### src/rtl/pulse_code_lock.sv
// Four-digit keypad code lock driven by debounced press pulses: collects digits,
// compares against CODE, and drives timed unlock, error and lockout outputs.
module pulse_code_lock #(
  parameter logic [7:0]  CODE           = 8'b11_10_01_00,
  parameter int unsigned TIMEOUT_CYCLES = 50_000_000,
  parameter int unsigned UNLOCK_CYCLES  = 100_000_000,
  parameter int unsigned LOCKOUT_CYCLES = 500_000_000,
  parameter int unsigned MAX_FAILS      = 3,
  parameter int unsigned CNTSIZE        = 29
) (
  input  logic       clk,
  input  logic       rst,
  input  logic [3:0] btn_pulse,
  output logic       unlocked,
  output logic       error_pulse,
  output logic       locked_out,
  output logic [2:0] digits_entered,
  output logic [2:0] fail_count
);

  localparam int TW = CNTSIZE + 1;
  localparam logic [TW-1:0] TIMEOUT_LAST = TW'(TIMEOUT_CYCLES - 1);
  localparam logic [TW-1:0] UNLOCK_LAST  = TW'(UNLOCK_CYCLES - 1);
  localparam logic [TW-1:0] LOCKOUT_LAST = TW'(LOCKOUT_CYCLES - 1);
  localparam logic [2:0]    FAIL_LIMIT   = 3'(MAX_FAILS);

  typedef enum logic [1:0] {IDLE, ENTRY, OPEN, LOCKOUT} state_t;

  state_t        state, state_nx;
  logic [TW-1:0] timer, timer_nx, timer_inc;
  logic          mismatch, mismatch_nx;
  logic          unlocked_nx, error_nx, locked_nx;
  logic [2:0]    digits_nx, fails_nx;

  logic       press, multi, digit_bad, entry_bad;
  logic [1:0] digit;

  // Decode the press: several simultaneous bits form one digit that can never match.
  always_comb begin
    press = |btn_pulse;
    multi = (btn_pulse & (btn_pulse - 4'd1)) != 4'd0;
    case (btn_pulse)
      4'b0010: digit = 2'd1;
      4'b0100: digit = 2'd2;
      4'b1000: digit = 2'd3;
      default: digit = 2'd0;
    endcase
    digit_bad = multi | (digit != CODE[{digits_entered[1:0], 1'b0} +: 2]);
    entry_bad = mismatch | digit_bad;
    timer_inc = (timer == '1) ? timer : timer + TW'(1);
  end

  always_comb begin
    state_nx    = state;
    timer_nx    = timer;
    mismatch_nx = mismatch;
    unlocked_nx = unlocked;
    error_nx    = 1'b0;
    locked_nx   = locked_out;
    digits_nx   = digits_entered;
    fails_nx    = fail_count;
    case (state)
      IDLE: begin
        timer_nx = '0;
        if (press) begin
          mismatch_nx = digit_bad;
          digits_nx   = 3'd1;
          state_nx    = ENTRY;
        end
      end
      ENTRY: begin
        if (press) begin
          timer_nx = '0;
          if (digits_entered == 3'd3) begin
            digits_nx   = 3'd0;
            mismatch_nx = 1'b0;
            if (!entry_bad) begin
              unlocked_nx = 1'b1;
              fails_nx    = 3'd0;
              state_nx    = OPEN;
            end else begin
              error_nx = 1'b1;
              fails_nx = fail_count + 3'd1;
              if (fails_nx == FAIL_LIMIT) begin
                locked_nx = 1'b1;
                state_nx  = LOCKOUT;
              end else begin
                state_nx = IDLE;
              end
            end
          end else begin
            digits_nx   = digits_entered + 3'd1;
            mismatch_nx = entry_bad;
          end
        end else if (timer == TIMEOUT_LAST) begin
          // Partial entry abandoned; failures are only counted for complete codes.
          timer_nx    = '0;
          digits_nx   = 3'd0;
          mismatch_nx = 1'b0;
          state_nx    = IDLE;
        end else begin
          timer_nx = timer_inc;
        end
      end
      OPEN: begin
        if (timer == UNLOCK_LAST) begin
          timer_nx    = '0;
          unlocked_nx = 1'b0;
          state_nx    = IDLE;
        end else begin
          timer_nx = timer_inc;
        end
      end
      LOCKOUT: begin
        if (timer == LOCKOUT_LAST) begin
          timer_nx  = '0;
          locked_nx = 1'b0;
          fails_nx  = 3'd0;
          state_nx  = IDLE;
        end else begin
          timer_nx = timer_inc;
        end
      end
      default: state_nx = IDLE;
    endcase
  end

  always_ff @(posedge clk or posedge rst) begin
    if (rst) begin
      state          <= IDLE;
      timer          <= '0;
      mismatch       <= 1'b0;
      unlocked       <= 1'b0;
      error_pulse    <= 1'b0;
      locked_out     <= 1'b0;
      digits_entered <= 3'd0;
      fail_count     <= 3'd0;
    end else begin
      state          <= state_nx;
      timer          <= timer_nx;
      mismatch       <= mismatch_nx;
      unlocked       <= unlocked_nx;
      error_pulse    <= error_nx;
      locked_out     <= locked_nx;
      digits_entered <= digits_nx;
      fail_count     <= fails_nx;
    end
  end

endmodule

### config.mk
export PLATFORM = sky130hd
export DESIGN_NAME = pulse_code_lock
export DESIGN_NICKNAME = d
export VERILOG_FILES = /design/src/rtl/pulse_code_lock.sv
export SDC_FILE = /design/constraint.sdc
export NUM_CORES = 1
export LEC_CHECK = 0
export CAP_MARGIN = 25
export CORE_ASPECT_RATIO = 0.6
export CORE_UTILIZATION = 64
export DETAILED_ROUTE_END_ITERATION = 6
export PLACE_DENSITY = 0.85
export SETUP_SLACK_MARGIN = 0.05
export SYNTH_ARGS = -nofsm -noshare
export SYNTH_HDL_FRONTEND = slang
export SYNTH_SLANG_ARGS = --single-unit
export TNS_END_PERCENT = 10
### constraint.sdc
create_clock -name clk -period 6.1 [get_ports clk]
set_input_delay 1.22 -clock clk [delete_from_list [all_inputs] [get_ports clk]]
set_output_delay 1.22 -clock clk [all_outputs]
set_load 0.1 [all_outputs]
==> impl_metrics.csv <==
group,metric,value,unit
status,status,"complete, no violations",
yosys,yosysWarningCount,0,
clocking,clk_path_buf_depth,2,
timing,finalMaxSlewViolations,0,
yosys,number_of_enable_flip_flop_cells_after_synthesis,0,
cells_and_area,fillCellCount,266,
grt,grtUsageMet1,47.3,%
floorplan,floorplan.die.height,52.2,um
clocking,cts_resized,0,
yosys,asyncSetResetFlopFracSynth,100,%
critical_path,worst-endpoint-arrival,3.40,ns
placement,placement.io_buffers,14,
clocking,clk_pin_slew,0.07,ns
clocking,tritoncts_num_sinks,42,
drt,wire_per_inst,18.1,um
job,max_cap_violations,0,
cells_and_area,layout.cells.most_common,"sky130_fd_sc_hd__dfrtp_1",
critical_path,r2r_slack,3.57,ns
grt,groute.layer.met2.usage,44.4,%
yosys,yosysUniqueCellTypes,59,
cells_and_area,area_taken_by_multi_input_logic_gates,0.00152,mm2
yosys,netlist_instances,289,
floorplan,core.rowCount,17,
drt,count_of_unresolved_drc_violations_after_routing,0,
power,power_frac_seq,54.1,%
drt,detailedRoute.firstIterationViolations,341,
clocking,root_buffer,"sky130_fd_sc_hd__clkbuf_8",
power,p_leak,1.17,nW
cells_and_area,final_nets,311,
clocking,hold_buffers,0,
power,p_int,415,uW
placement,post-place-cells,351,
grt,top_usage_layer,"met1",
cells_and_area,finish.cell_count_without_fillers,358,
grt,first_pass_grt_wire_length,10500,um
drt,detail_route.vias_per_cell,6.64,
cells_and_area,insertedDiodeCount,0,
timing,skew,0.00736,ns
drt,dr.pass1.iters,5,
clocking,clock_tree.htree_level_count,2,
power,p_clk_share,42.7,%
clocking,cts_buffers,5,
placement,place_congestion,0.921,
timing,fin_crit_sh,52.8,%
floorplan,initial_standard_cell_utilization_of_the_core,69.9,%
floorplan,die_outline_width,85.7,um
timing,final-setup-viol-count,0,
critical_path,timing.critical_path.fanout_max,8,
grt,number_of_global_route_vias_before_repair,2052,
yosys,postSynthAreaPerCell,9.31,um2
cells_and_area,seqCellArea,0.00105,mm2
yosys,post_synthesis_sequential_element_count,42,
power,power.combinational.fraction,3.2,%
power,power.density_cell_area,175,mW/mm2
drt,postRouteWirelength,6480,um
timing,worst_slew_pin_slew,0.979,ns
grt,grt_antenna_before_repair,0,
grt,largest_net_degree_at_the_start_of_global_routing,43,
critical_path,timing.critical_path.from_type,"input port",
cells_and_area,final_core_util,76.8,%
timing,final_hold_viol_count,0,
power,max-vdd-ir-drop,0.134,mV
grt,grt_overflow,0,
timing,totalNegativeSetupSlack,0,ns
timing,clock.fmax,310,MHz
critical_path,worstSetupEndpointType,"flip-flop",
floorplan,io-pin-count,15,
timing,final_worst_path_period_need,3.22,ns
clocking,worst_skew_pair.late_latency,0.29,ns
floorplan,core_area,0.00385,mm2
yosys,yosysSeqAreaShare,39.1,%
cells_and_area,commonest_non_fill_non_tap_cells_in_the_layout,"sky130_fd_sc_hd__dfrtp_1, sky130_fd_sc_hd__nor2_2, sky130_fd_sc_hd__nor2_1, sky130_fd_sc_hd__nand2_1",
drt,vias,2376,
placement,dp_hpwl,4610,um
worst_hold_path,min-delay-path-class,"flip-flop to flip-flop",
drt,number_of_nets_with_antenna_violations_after_detailed_routing,0,
floorplan,fp.dieArea,0.00448,mm2
yosys,syn_nets,299,
power,total_switching_power,102,uW
timing,rsz_0062_raised_after_global_routing,"no",
clocking,buffer_count_from_post_cts_setup_fixing,0,
cells_and_area,drive_gt1_share,14.6,%
critical_path,worst_ep_required_time,6.28,ns
cells_and_area,area_delta_synth_final,9.81,%
clocking,cts_tree,"done",
power,swShare,19.7,%
yosys,synth-main-ff-cell,"sky130_fd_sc_hd__dfrtp_1",
timing,worst_slew_margin_rel,34.1,%
yosys,syn_area,0.00269,mm2
grt,grt_usage,31.5,%
critical_path,critical_path_class,"input port to flip-flop",
grt,grt.met3_usage,7.40,%
-- per-layer routing --
metal	wire, um	up-vias
met3	607	19
li1	-	1111
met5	0	-
met4	132	0
met1	3130	1103
met2	2600	143
-- cells by family (layout without fill, tap and decap cells) --
family	Yosys count	in the layout	share of synthesized area (%)
AOI/OAI and AO/OA	62	62	16.6
xor gates and xnor gates	13	13	4.23
adders and majority gates	4	4	1.86
buffers and inverters	23	35	4.46
DFF	42	42	39.1
muxes	5	5	1.95
and+or+nand+nor	140	140	31.9
-- cells in the mapped netlist (2+ instances only) --
cell type / instances / area [um2]
sky130_fd_sc_hd__or4_4: 2 / 22.5
sky130_fd_sc_hd__buf_6: 4 / 45.0
sky130_fd_sc_hd__buf_2: 3 / 15.0
sky130_fd_sc_hd__nand4_1: 8 / 50.1
sky130_fd_sc_hd__and4_1: 3 / 26.3
sky130_fd_sc_hd__a21oi_2: 3 / 26.3
sky130_fd_sc_hd__xor2_1: 6 / 52.6
sky130_fd_sc_hd__xnor2_1: 7 / 61.3
sky130_fd_sc_hd__or3_1: 9 / 56.3
sky130_fd_sc_hd__or4_1: 3 / 22.5
sky130_fd_sc_hd__a31oi_1: 4 / 25.0
sky130_fd_sc_hd__a21oi_1: 12 / 60.1
sky130_fd_sc_hd__or2_2: 2 / 12.5
sky130_fd_sc_hd__a211oi_1: 3 / 22.5
sky130_fd_sc_hd__o211ai_1: 4 / 30.0
sky130_fd_sc_hd__nand2_1: 15 / 56.3
sky130_fd_sc_hd__nor2_2: 16 / 100
sky130_fd_sc_hd__dfrtp_1: 42 / 1050
sky130_fd_sc_hd__nor2_1: 15 / 56.3
sky130_fd_sc_hd__nor4_1: 10 / 62.6
sky130_fd_sc_hd__nor3_1: 14 / 70.1
sky130_fd_sc_hd__o211a_1: 2 / 20.0
sky130_fd_sc_hd__a21o_1: 2 / 15.0
sky130_fd_sc_hd__ha_1: 4 / 50.1
sky130_fd_sc_hd__o311ai_0: 2 / 17.5
sky130_fd_sc_hd__nand2b_1: 8 / 50.1
sky130_fd_sc_hd__nor4b_1: 3 / 26.3
sky130_fd_sc_hd__mux2_2: 2 / 22.5
sky130_fd_sc_hd__clkbuf_1: 4 / 15.0
sky130_fd_sc_hd__mux2i_1: 3 / 30.0
sky130_fd_sc_hd__and3_1: 4 / 25.0
sky130_fd_sc_hd__nand4_2: 3 / 37.5
sky130_fd_sc_hd__inv_1: 12 / 45.0
sky130_fd_sc_hd__o31ai_1: 8 / 60.1
sky130_fd_sc_hd__nand3_1: 14 / 70.1
sky130_fd_sc_hd__o21ai_0: 10 / 50.1
-- sequential cells by signal, summed over array words and instances, names as in the netlist --
name            count
fail_count          3
error_pulse         1
locked_out          1
digits_entered      3
mismatch            1
state               2
timer              30
unlocked            1
-- worst max-delay path, stage by stage --
cell and delay, ns:
sky130_fd_sc_hd__clkdlybuf4s50_1 0.55, sky130_fd_sc_hd__nor4bb_1 0.43, sky130_fd_sc_hd__a22oi_1 0.17, sky130_fd_sc_hd__a21oi_1 0.53, sky130_fd_sc_hd__o21ai_0 0.19, sky130_fd_sc_hd__a211o_1 0.31
-- stage by stage --
stage          cell area (um2)  setup WS, ns  power (mW)  hold slack, ns
6_report                  2960          2.88       0.517           0.518
2_1_floorplan             2690          3.50       0.294           0.491
3_5_place_dp              2840          2.75       0.302           0.499
3_3_place_gp              2840          2.86       0.301           0.496
4_1_cts                   2960          2.91       0.520           0.517
5_1_grt                   2960          2.74       0.529           0.532
-- layout make-up --
type,instances,area share [%]
Multi-Input combinational cell,224,51.4
Sequential cell,42,35.6
Timing Repair Buffer,16,5.25
Clock buffer,6,2.79
Tap cell,57,2.41
Inverter,12,1.52
Clock inverter,1,1.02
-- worst paths after layout --
| check | start | end | cells after the start |
|---|---|---|---|
| max in group asynchronous | rst | timer[22]$_DFF_PP0_ | 3 |
| setup reg to reg | timer[0]$_DFF_PP0_ | timer[11]$_DFF_PP0_ | 6 |
| hold / removal | locked_out$_DFFE_PP0P_ | locked_out$_DFFE_PP0P_ | 1 |
| hold reg to reg | locked_out$_DFFE_PP0P_ | locked_out$_DFFE_PP0P_ | 1 |
| min in group asynchronous | rst | timer[13]$_DFF_PP0_ | 3 |
| setup / recovery | btn_pulse[1] | state[0]$_DFFE_PP0P_ | 6 |
-- power by group through the flow --
stage          Clock (mW)  Combinational, mW  Sequential (mW)
6_report            0.220             0.0168            0.280
5_1_grt             0.231             0.0188            0.280
4_1_cts             0.224             0.0171            0.279
3_5_place_dp            0             0.0168            0.285
3_3_place_gp            0             0.0163            0.285
2_1_floorplan           0            0.00779            0.286
No activity file was read; power rests on OpenSTA's default activity.
